File: config.mk
export PLATFORM = sky130hd
export DESIGN_NAME = xif_copro_result_buf
export DESIGN_NICKNAME = d
export VERILOG_FILES = /design/src/rtl/xif_copro_result_buf.sv
export SDC_FILE = /design/constraint.sdc
export NUM_CORES = 1
export LEC_CHECK = 0
export BUFFER_PORTS_ARGS = -buffer_cell sky130_fd_sc_hd__buf_2
export CORE_UTILIZATION = 47
export DETAILED_ROUTE_END_ITERATION = 10
export PLACE_DENSITY = 0.63
export SYNTH_ARGS = -nofsm -noshare
export SYNTH_HDL_FRONTEND = slang
export SYNTH_SLANG_ARGS = --single-unit
File: constraint.sdc
create_clock -name clk_i -period 19.09 [get_ports clk_i]
set_input_delay 3.818 -clock clk_i [delete_from_list [all_inputs] [get_ports clk_i]]
set_output_delay 3.818 -clock clk_i [all_outputs]
set_load 0.02 [all_outputs]
File: src/rtl/xif_copro_result_buf.sv
// rtl/xif_copro_result_buf.sv - in-order result FIFO between the coprocessor ex stage and the XIF result channel
// Optional feature macro: XIF_COPRO_RESULT_BYPASS_EN (zero-latency bypass while the buffer is empty).
// The default build leaves the macro undefined and has a minimum latency of one cycle.
module xif_copro_result_buf #(
    parameter int  XLEN  = 64,
    parameter int  DEPTH = 4,
    parameter type tag_t = logic
) (
    input  logic                       clk_i,
    input  logic                       rst_i,
    input  logic                       flush_i,
    input  logic                       in_valid_i,
    output logic                       in_ready_o,
    input  tag_t                       in_tag_i,
    input  logic [XLEN-1:0]            in_result_i,
    output logic                       result_valid_o,
    input  logic                       result_ready_i,
    output tag_t                       tag_o,
    output logic [XLEN-1:0]            result_o,
    output logic [$clog2(DEPTH):0]     count_o
);

    localparam int AW = $clog2(DEPTH);
    localparam int CW = AW + 1;

    typedef struct packed {
        tag_t            tag;
        logic [XLEN-1:0] data;
    } entry_t;

    entry_t        mem_q [DEPTH];
    entry_t        mem_d [DEPTH];
    logic [AW-1:0] wr_ptr_q, wr_ptr_d;
    logic [AW-1:0] rd_ptr_q, rd_ptr_d;
    logic [CW-1:0] count_q, count_d;

    logic buf_empty;
    logic push;
    logic pop;
    logic bypass_take;
    logic store;
    logic deq;

    assign buf_empty  = (count_q == '0);
    // Ready depends only on occupancy so the core's ready never reaches the ex stage combinationally.
    assign in_ready_o = (count_q != CW'(DEPTH));
    assign count_o    = count_q;

`ifdef XIF_COPRO_RESULT_BYPASS_EN
    // While empty, the incoming entry is shown directly to the core.
    assign result_valid_o = buf_empty ? in_valid_i  : 1'b1;
    assign tag_o          = buf_empty ? in_tag_i    : mem_q[rd_ptr_q].tag;
    assign result_o       = buf_empty ? in_result_i : mem_q[rd_ptr_q].data;
    assign bypass_take    = buf_empty & in_valid_i & result_ready_i;
`else
    assign result_valid_o = !buf_empty;
    assign tag_o          = buf_empty ? tag_t'('0)  : mem_q[rd_ptr_q].tag;
    assign result_o       = buf_empty ? '0          : mem_q[rd_ptr_q].data;
    assign bypass_take    = 1'b0;
`endif

    assign push  = in_valid_i & in_ready_o;
    assign pop   = result_valid_o & result_ready_i;
    // A bypassed entry is consumed in flight and never touches the array or the pointers.
    assign store = push & ~bypass_take;
    assign deq   = pop & ~bypass_take;

    // Next-state: flush clears occupancy and discards the handshakes of its own cycle.
    always_comb begin
        mem_d    = mem_q;
        wr_ptr_d = wr_ptr_q;
        rd_ptr_d = rd_ptr_q;
        count_d  = count_q;
        if (flush_i) begin
            wr_ptr_d = '0;
            rd_ptr_d = '0;
            count_d  = '0;
        end else begin
            if (store) begin
                mem_d[wr_ptr_q] = '{tag: in_tag_i, data: in_result_i};
                wr_ptr_d        = wr_ptr_q + AW'(1);
            end
            if (deq) begin
                rd_ptr_d = rd_ptr_q + AW'(1);
            end
            count_d = count_q + CW'(store) - CW'(deq);
        end
    end

    // State registers; reset clears control state only, array contents are don't-care.
    always_ff @(posedge clk_i) begin
        mem_q <= mem_d;
        if (rst_i) begin
            wr_ptr_q <= '0;
            rd_ptr_q <= '0;
            count_q  <= '0;
        end else begin
            wr_ptr_q <= wr_ptr_d;
            rd_ptr_q <= rd_ptr_d;
            count_q  <= count_d;
        end
    end

endmodule
# Yosys cells after proc, flatten, opt, wreduce, memory -nomap -nowiden
# Index checks and enable logic that the tools add are counted.
dict set report totals {
  regBits 267
  latch_bits 0
  ramBits 0
  mem_bits_ro 0
  in_bits 70
  out_inout_bits 70
  wordCells 37
  memories 0
}
dict set report op_classes {
  addsub 4
  multipliers 0
  div 0
  n_lt_le_gt_ge 3
  n_eq_ne 1
  shift 0
  muxes 8
  bitwise_logic 5
  n_reduce_logical 5
}
# op count
set op_table {}
lappend op_table {{$bwmux 260} 1}
lappend op_table {{$mux 65} 3}
lappend op_table {{$bmux 65 s2} 1}
lappend op_table {{$demux 65 s2} 1}
lappend op_table {{$mux 64} 1}
lappend op_table {{$ge 3x3->1 const B} 2}
lappend op_table {{$not 2->3} 2}
lappend op_table {{$add 2x1->2 const B} 2}
lappend op_table {{$add 3x1->3} 1}
lappend op_table {{$logic_not 3->1} 1}
lappend op_table {{$lt 3x1->1 const B} 1}
lappend op_table {{$ne 3x3->1 const B} 1}
lappend op_table {{$sub 3x1->3} 1}
lappend op_table {{$and 1x1->1} 2}
lappend op_table {{$reduce_and 2->1} 1}
lappend op_table {{$reduce_or 2->1} 1}
lappend op_table {{$logic_and 1x1->1} 1}
lappend op_table {{$logic_not 1->1} 1}
lappend op_table {{$mux 1} 1}
lappend op_table {{$not 1->1} 1}

# Depth between registers and ports, before layout
dict set report depth {
  depth_word 6
  ltp_mapped 9
  mapped_depth_nobuf 9
}

# Least setup slack after synthesis
# No wires, ideal clock.
dict set report synth_path {
  kind {input-to-reg}
  from {input port in_valid_i}
  to {register mem_q[0] in the netlist's numbering (enable)}
  setup_ns 0.582
  arrival_time_ns 8.783
  t_required_ns 18.508
  setup_slack_ns 9.725
  cell_stages 2
  n_path_buf 0
  path_cell_list {nand2_1 nor3b_1}
}
dict set report synth_via {
  elab_chain_len 2
}
# item line_no
set synth_rtl {}
lappend synth_rtl {{start: declaration} 12} ;# input logic in_valid_i,
lappend synth_rtl {{$and 1x1->1} 62} ;# assign push = in_valid_i & in_ready_o;
lappend synth_rtl {{$reduce_and 2->1 (no line)} --}
lappend synth_rtl {{end signal: assignment} 92} ;# mem_q <= mem_d;
lappend synth_rtl {{end: declaration} 31} ;# entry_t mem_q [DEPTH];
# Every way passes these cells.
# A chain may end at the register's enable or synchronous reset.

# Worst setup path in the final report
dict set report layout_path {
  from {register rd_ptr_q[0]}
  to {output port result_o[45]}
}
dict set report layout_via {
  elab_chain_len 5
}
# item line_no
set layout_rtl {}
lappend layout_rtl {{start: declaration} 34} ;# logic [AW-1:0] rd_ptr_q, rd_ptr_d;
lappend layout_rtl {{start signal: assignment} 99} ;# rd_ptr_q <= rd_ptr_d;
lappend layout_rtl {{$not 2->3 (implied by the code)} 58} ;# assign result_o = buf_empty ? '0 : mem_q[rd_ptr_q].data;
lappend layout_rtl {{$bmux 65 s2} 58}
lappend layout_rtl {{$mux 65 (implied by the code) (2 in a row)} 58}
lappend layout_rtl {{$mux 64} 58}
lappend layout_rtl {{end: declaration} 19} ;# output logic [XLEN-1:0] result_o,
# Every way passes these cells. The select of a mux whose other input is x is not followed.

==> impl_metrics.py <==
metrics = {
    "status": {
        "status": "finished, final reports clean",
    },
    "floorplanning": {
        "io_pins": 140,
        "fp.coreArea_mm2": 0.02122,
        "die_h_um": 149.7,
        "row_count": 53,
        "dieWidth_um": 149.7,
        "die-area_mm2": 0.02242,
        "start_util_pct": 48.35,
    },
    "cells_and_area": {
        "finalNetCount": 690,
        "nFillCells": 1678,
        "multi_input_area_mm2": 0.002158,
        "drive_above_1_share_pct": 41.23,
        "fin_cells": 909,
        "area_growth_pct": 18.00,
        "regArea_mm2": 0.007955,
    },
    "logic_synthesis": {
        "syn_inst": 458,
        "ys_async_sr_fraction_pct": 0,
        "synth_commonest_cells": "edfxtp_1, and2_1, mux4_2",
        "synth_seq_cells": 267,
        "yosysTopAreaCell": "edfxtp_1",
        "syn-cell-area_mm2": 0.01026,
        "synth_nets": 535,
        "yosysUniqueCellTypes": 22,
        "yosys_warnings": 0,
        "synth_seq_area_share_pct": 77.46,
        "ys_dominant_reg_cell": "edfxtp_1",
        "netlist.area_leader.share_pct": 76.10,
        "synth_edf_count": 260,
        "avgSynthCellArea_um2": 22.40,
        "yosysMostFrequentCell": "edfxtp_1",
        "yosys-top-cells-area": "edfxtp_1, mux4_2, and2_1",
    },
    "global_route": {
        "grt_pass1_vias": 5232,
        "grt_usage_pct": 17.20,
        "grt_antenna_before_repair": 4,
        "grt_pass1_wl_mm": 28.90,
        "overflow": 0,
        "grt_max_degree": 67,
    },
    "sta": {
        "max-slew-margin-rel_pct": 31.16,
        "setup_viol": 0,
        "grt_setup_unrepaired": "false",
        "hold_viol": 0,
        "timing.fmax_mhz": 147.7,
        "post-route-min-period_ns": 6.770,
        "tightest_slew_ns": 1.033,
        "slew_violations": 0,
        "setup_tns_ns": 0,
        "finClkSkew_ns": 0.01032,
        "period_share_pct": 35.46,
    },
    "min_path": {
        "min_path_cells": 2,
        "hp-class": "flip-flop to flip-flop",
    },
    "clock_network": {
        "cts_inserted_buffers": 27,
        "cts_tree": "built",
        "clock-root-buffer": "clkbuf_16",
        "cts-htree-levels": 1,
        "clk_latency_ns": 0.52,
        "postCtsSetupBuffers": 0,
        "cts-hold-fix-buffers": 0,
        "cts_sinks": 267,
        "cts.clk_slew.worst_paths_ns": 0.06,
        "ctsResizeCount": 0,
        "clockBufferDepth": 3,
    },
    "routing": {
        "route.vias.total": 4895,
        "drtIter0Drc": 237,
        "dr.pass1.iters": 4,
        "routed.top_layer": "met5",
        "viasPerCell": 5.385,
        "drt-met1-wl_mm": 8.290,
        "wl_met3_mm": 1.167,
        "wl_per_cell_um": 20.66,
        "met2WireLength_mm": 8.986,
        "route.detailed.drc": 0,
        "finalWirelength_mm": 18.78,
        "drt.antenna.violating_nets": 0,
    },
    "run": {
        "max_cap_violations": 0,
    },
    "setup_path": {
        "crit_type": "flip-flop to primary output",
        "cp.arrival_ns": 2.95,
        "worst_setup_path_start_kind": "flip-flop",
        "cp-end-kind": "primary output",
        "r2r_cells": 10,
        "critPathRequiredTime_ns": 15.27,
        "worstPathMaxFanout": 49,
    },
    "pwr": {
        "p_per_area_mw_per_mm2": 103.7,
        "cellLeakagePower_uw": 0.004169,
        "peakVddDrop_mv": 0.06788,
    },
    "placed_design": {
        "gp_congestion": 0.7039,
        "place_inst": 859,
        "numPortBuffers": 139,
        "dp_hpwl_mm": 10.73,
    },
}
[metrics by stage]
stage	power, uW	instance area (um2)	hold WS, ns	util (%)	setup WS [ns]
2_1_floorplan	730.7	10260	0.4709	-	9.725
3_3_place_gp	765.9	11250	0.4808	53.00	12.74
3_5_place_dp	768.7	11250	0.5144	53.00	12.73
4_1_cts	1268	12100	0.5231	57.04	12.17
5_1_grt	1299	12100	0.5632	57.04	12.05
6_report	1255	12110	0.5249	57.05	12.32
[state kept, by name, summed over array words and instances (netlist names)]
name / flops
rd_ptr_q: 2
count_o: 3
mem_q: 260
wr_ptr_q: 2
[critical path, stage by stage (launching register included)]
cell and delay [ns]:
dfxtp_4 0.59, buf_4 0.84, mux4_2 0.60, and2_1 0.19, buf_2 0.16
[path summary, 6_finish.rpt]
path                                                from                        to  slack, ns
worst min-delay path            wr_ptr_q[1]$_SDFFE_PP0N_  wr_ptr_q[1]$_SDFFE_PP0N_       0.52
worst max register to register     count_o[1]$_SDFF_PP0_     count_o[2]$_SDFF_PP0_      15.94
worst max-delay path            rd_ptr_q[0]$_SDFFE_PP0P_              result_o[45]      12.32
worst min register to register  wr_ptr_q[1]$_SDFFE_PP0N_  wr_ptr_q[1]$_SDFFE_PP0N_       0.52
[report_power, final]
| part | leakage [uW] | total [uW] | internal, uW | switching (uW) |
|---|---|---|---|---|
| Combinational | 0.00133 | 95.0 | 37.2 | 57.8 |
| Clock | 0.000418 | 501 | 297 | 203 |
| Sequential | 0.00242 | 659 | 655 | 3.89 |
| Total | 0.00417 | 1250 | 990 | 265 |
[layer usage]
layer,up-vias,global-route usage [%]
met5,-,0
met4,2,4.495
met3,29,3.750
met2,145,27.69
met1,2548,23.97
li1,2171,-
[kinds of logic after synthesis]
group	count (synthesis)	share of synthesized area, %
DFF	267	77.46
and+or+nand+nor	84	5.000
muxes	68	14.56
buffers and inverters	28	1.707
adders and majority gates	7	0.9268
xor gates and xnor gates	3	0.2561
AOI/OAI and AO/OA	1	0.08538
[cell usage in the layout, fill, tap and decap left out, types with 2 or more instances in the layout]
cell / Yosys / layout
dfxtp_4: 0 / 2
dfxtp_1: 7 / 5
edfxtp_1: 260 / 260
nor3b_2: 0 / 4
clkbuf_1: 10 / 9
xnor2_1: 2 / 2
clkbuf_16: 0 / 27
buf_4: 1 / 10
nor3_1: 2 / 2
nand2_1: 6 / 6
and2_1: 68 / 68
mux2i_1: 3 / 3
buf_2: 8 / 139
ha_1: 6 / 6
clkinv_2: 0 / 3
mux4_2: 65 / 65
clkbuf_8: 0 / 6
inv_1: 5 / 5
[cell type report]
cell class,instances,share of cell area [%]
sequential,267,65.71
multi-input combinational,163,17.83
clock buffer,42,6.542
timing repair buffer,149,6.366
tap,275,2.842
clock inverter,7,0.5374
inverter,5,0.1550
antenna,1,0.02067
No activity file was read; power rests on OpenSTA's default activity.
